## src/rtl/ysyx_040066_mul_ctrl.sv

```systemverilog
// Issue/retire controller for the two-stage Booth-Wallace multiplier.
// Latency: a request accepted at edge n is presented to writeback after edge n+1 (2 cycles).
// Backpressure: out_ready low with a result pending freezes both stages and drops in_ready combinationally.
//
// Ports:
//   clk, rst            core clock, asynchronous active-high reset
//   flush               synchronous kill of all in-flight operations
//   in_valid/in_ready   request handshake; in_src1/in_src2/in_aluctr/in_is_w/in_tag carry the op
//   mul_block           freezes the multiplier (both stages)
//   mul_src*_in, mul_aluctr_in   stage-0 operands/op, combinational pass-through
//   mul_aluctr, mul_is_w         stage-1 op controls, registered
//   mul_result          multiplier output, valid in the cycle after its stage-1 edge
//   out_valid/out_ready result handshake; out_result/out_tag gated to 0 when idle
//   busy                any stage holds a live operation
module ysyx_040066_mul_ctrl #(
  parameter int TAG_W = 5
) (
  input  logic             clk,
  input  logic             rst,
  input  logic             flush,
  input  logic             in_valid,
  output logic             in_ready,
  input  logic [63:0]      in_src1,
  input  logic [63:0]      in_src2,
  input  logic [1:0]       in_aluctr,
  input  logic             in_is_w,
  input  logic [TAG_W-1:0] in_tag,
  output logic             mul_block,
  output logic [63:0]      mul_src1_in,
  output logic [63:0]      mul_src2_in,
  output logic [1:0]       mul_aluctr_in,
  output logic [1:0]       mul_aluctr,
  output logic             mul_is_w,
  input  logic [63:0]      mul_result,
  output logic             out_valid,
  input  logic             out_ready,
  output logic [63:0]      out_result,
  output logic [TAG_W-1:0] out_tag,
  output logic             busy
);

  // Stage 1: op sits in the multiplier's first pipeline register.
  logic             s1_valid;
  logic [1:0]       s1_aluctr;
  logic             s1_is_w;
  logic [TAG_W-1:0] s1_tag;

  // Stage 2: result is on mul_result and presented to writeback.
  logic             s2_valid;
  logic [TAG_W-1:0] s2_tag;

  // Only a live, unaccepted result can stall; an empty s2 never blocks,
  // so bubbles in s1 always advance.
  assign mul_block = s2_valid & ~out_ready;
  assign in_ready  = ~mul_block;

  // The multiplier samples stage-0 inputs on every unblocked edge; bubbles
  // are tracked here through s1_valid rather than by gating the operands.
  assign mul_src1_in   = in_src1;
  assign mul_src2_in   = in_src2;
  assign mul_aluctr_in = in_aluctr;

  assign mul_aluctr = s1_aluctr;
  assign mul_is_w   = s1_is_w;

  assign out_valid  = s2_valid;
  assign out_result = s2_valid ? mul_result : 64'd0;
  assign out_tag    = s2_valid ? s2_tag : '0;
  assign busy       = s1_valid | s2_valid;

  always_ff @(posedge clk or posedge rst) begin
    if (rst) begin
      s1_valid  <= 1'b0;
      s1_aluctr <= 2'b00;
      s1_is_w   <= 1'b0;
      s1_tag    <= '0;
      s2_valid  <= 1'b0;
      s2_tag    <= '0;
    end else if (flush) begin
      // Kill wins over accept and hold; the data fields are don't-care
      // once the valids are clear, so they simply keep their values.
      s1_valid <= 1'b0;
      s2_valid <= 1'b0;
    end else if (!mul_block) begin
      s1_valid  <= in_valid;
      s1_aluctr <= in_aluctr;
      s1_is_w   <= in_is_w;
      s1_tag    <= in_tag;
      s2_valid  <= s1_valid;
      s2_tag    <= s1_tag;
    end
  end

endmodule

```

## config.mk

```make
export PLATFORM = sky130hd
export DESIGN_NAME = ysyx_040066_mul_ctrl
export DESIGN_NICKNAME = d
export VERILOG_FILES = /design/src/rtl/ysyx_040066_mul_ctrl.sv
export SDC_FILE = /design/constraint.sdc
export NUM_CORES = 1
export LEC_CHECK = 0
export BUFFER_PORTS_ARGS = -buffer_cell sky130_fd_sc_hd__buf_4
export CORE_AREA = 2 2 160 162
export CTS_BUF_LIST = sky130_fd_sc_hd__clkbuf_16
export DETAILED_ROUTE_END_ITERATION = 10
export DIE_AREA = 0 0 162 164
export SLEW_MARGIN = 20
export SYNTH_ARGS = -nofsm -noshare
export SYNTH_HDL_FRONTEND = slang
export SYNTH_SLANG_ARGS = --single-unit
```

## constraint.sdc

```tcl
create_clock -name clk -period 1.4 [get_ports clk]
set_input_delay 0.07 -clock clk [delete_from_list [all_inputs] [get_ports clk]]
set_output_delay 0.07 -clock clk [all_outputs]
set_load 0.005 [all_outputs]
```

==> impl_metrics.env <==
export IMPL_via_per_inst=2.53
export IMPL_synth_area_leader_cell="buf_4"
export IMPL_rsz0062_at_grt="no"
export IMPL_io_pins=411
export IMPL_reg2reg_from="out_valid"
export IMPL_ant_nets=0
export IMPL_cts_clk_slew_worst_paths_ps=50
export IMPL_dr_first_iter_drc_count=32
export IMPL_cp_start_kind="flop"
export IMPL_fmax_ghz=0.740
export IMPL_arrival_ps=1280
export IMPL_wl_mm=9.22
export IMPL_clock_root_buffer="clkbuf_16"
export IMPL_final_cell_mix="buf_4, and2_1, dfrtp_1, mux2_4"
export IMPL_start_util_pct=8.32
export IMPL_fp_dieW_um=162
export IMPL_timing_hold_ws_ps=14.3
export IMPL_synth_area_um2=2070
export IMPL_place_congestion=0.675
export IMPL_synthSimpleGateAreaFrac_pct=22.7
export IMPL_ff2ff_setup_slack_ps=80
export IMPL_cts_path_max_buffers=2
export IMPL_grt_pass1_wl_mm=11.9
export IMPL_coreArea_um2=24800
export IMPL_clock_latency_ps=240
export IMPL_grt_pass1_vias=1632
export IMPL_synth_top_family_by_area="buffers and inverters"
export IMPL_whs_path_depth=2
export IMPL_seq_area_frac_synth_pct=18.2
export IMPL_syn_avg_cell_area_um2=8.43
export IMPL_wl_per_cell_um=15.3
export IMPL_vdd_drop_max_v=0.000496
export IMPL_p_per_area_nw_per_um2=582
export IMPL_finalHoldViolCount=0
export IMPL_yosys_warnings=0
export IMPL_grt_max_degree=40
export IMPL_min_period_ps=1350
export IMPL_synth_fa_ha_area_share_pct=0
export IMPL_final_max_slew_viol_count=0
export IMPL_via_count=1520
export IMPL_dpl_hpwl_mm=8.10
export IMPL_dieArea_um2=26600
export IMPL_worst_r2r_path_depth=4
export IMPL_setup_worst_path_class="reg -> out"
export IMPL_max_slew_margin_pct=63.2
export IMPL_hold_path_class="in -> reg"
export IMPL_areaGrowthSynthToFinish_pct=33.2
export IMPL_detailed_place_area_um2=2650
export IMPL_dr_pass1_iters=2
export IMPL_port_buffers=154
export IMPL_synth_compound_area_share_pct=0
export IMPL_synth_distinct_cells=13
export IMPL_cts_max_level=1
export IMPL_leakagePower_uw=0.00135
export IMPL_ys_top_cells_by_area="buf_4, and2_1, dfrtp_1"
export IMPL_rr_endpoint="mul_aluctr[0]"
export IMPL_crit_fanout=39
export IMPL_critPathLaunch="out_valid"
export IMPL_drive_gt1_share_pct=65.9
export IMPL_grt_total_usage_pct=6.28
export IMPL_setup_violations=0
export IMPL_final_common_cell="buf_4"
export IMPL_overflow=0
export IMPL_worst_pin_slew_ps=552
export IMPL_synth_top_cell_area_share_pct=47.6
export IMPL_cts_tree="done"
export IMPL_route_detailed_drc=0
export IMPL_placementRows=58
export IMPL_required_ps=1330
export IMPL_skew_ps=0.876
export IMPL_min_to="s1_valid"
export IMPL_antenna_found_initial=3
export IMPL_dp_worst_setup_slack_ps=92.9
export IMPL_worstSetupEndpointType="output pin"
export IMPL_status="completed"
export IMPL_synth_cells=245
export IMPL_worstHoldStart="flush"
export IMPL_cts_inserted_buffers=3
export IMPL_finalCritPeriodShare_pct=96.5
export IMPL_nNetsFinal=476
export IMPL_synthXorXnorAreaFrac_pct=0
export IMPL_die_h_um=164
export IMPL_fin_ws_ps=48.9
export IMPL_maxCapViolCount=0
export IMPL_clkSinkCount=15
export IMPL_fin_tns_setup_ps=0
export IMPL_synthMuxAreaShare_pct=9.39
export IMPL_yosys_register_bits=15
export IMPL_final_cell_area_um2=2750
export IMPL_synthesis_nets=450
logic make-up after synthesis:
group | Yosys count
multiplexers | 14
buffers and inverters | 141
flip-flops | 15
AND/OR/NAND/NOR | 75
per-stage QoR:
step / power (uW) / util (%) / cells
CTS: 1630 / 11.1 / 600
floorplan: 1020 / - / 245
detailed placement: 1080 / 10.7 / 595
global route: 1710 / 11.1 / 600
finish: 1600 / 11.1 / 601
global placement: 1080 / 10.7 / 595
worst max-delay path, cell delays in order (launching register included):
cell and delay [ps]:
dfrtp_2 420, buf_8 170, or2_2 300, buf_4 140
power by group:
| group | total, uW | leakage (uW) | switching, uW | internal, uW |
|---|---|---|---|---|
| Combinational | 536 | 0.00113 | 171 | 364 |
| Clock | 535 | 0.0000423 | 158 | 377 |
| Sequential | 529 | 0.000177 | 36.5 | 493 |
worst max-delay path by stage:
| stage | to | slack (ps) | depth (start not counted) |
|---|---|---|---|
| global placement | s2_tag[4] | 130 | 4 |
| finish | busy | 50 | 3 |
| global route | busy | 0.5 | 3 |
| floorplan | mul_aluctr[0] | -30 | 5 |
| detailed placement | mul_aluctr[0] | 90 | 4 |
| CTS | busy | 20 | 3 |
sequential cells by signal, summed over array words and instances, names as in the netlist:
signal	cells
out_valid	1
s1_tag	5
mul_aluctr	2
s1_valid	1
s2_tag	5
mul_is_w	1
cells in the mapped netlist, drive strengths merged:
cell / n
and2: 69
and2b: 1
buf: 132
clkbuf: 7
dfrtp: 15
inv: 2
mux2: 13
mux2i: 1
nor2: 4
or2: 1
repair_timing:
action                                 CTS  global route
hold buffers                             1             0
endpoints found under the hold margin   15             0
setup endpoints to repair                1             1
cloned                                   0             0
resized for setup                        1             1
buffers inserted                         0             0
cell type report:
cell class	count	area, um^2
Tap cell	330	413
Sequential cell	15	377
Fill cell	2885	22100
Timing Repair Buffer	160	1210
Clock buffer	3	75.1
Multi-Input combinational cell	89	662
Clock inverter	1	3.75
Antenna cell	1	2.50
Inverter	2	7.51
per-layer routing:
layer	share of wire, %	global-route usage [%]	wire length [um]
met2	37	7.50	3390
met1	32	6.20	2930
met3	23	6.14	2080
met4	8.2	5.27	756
met5	0.70	0.947	65
Power figures use the tool's default switching activity.
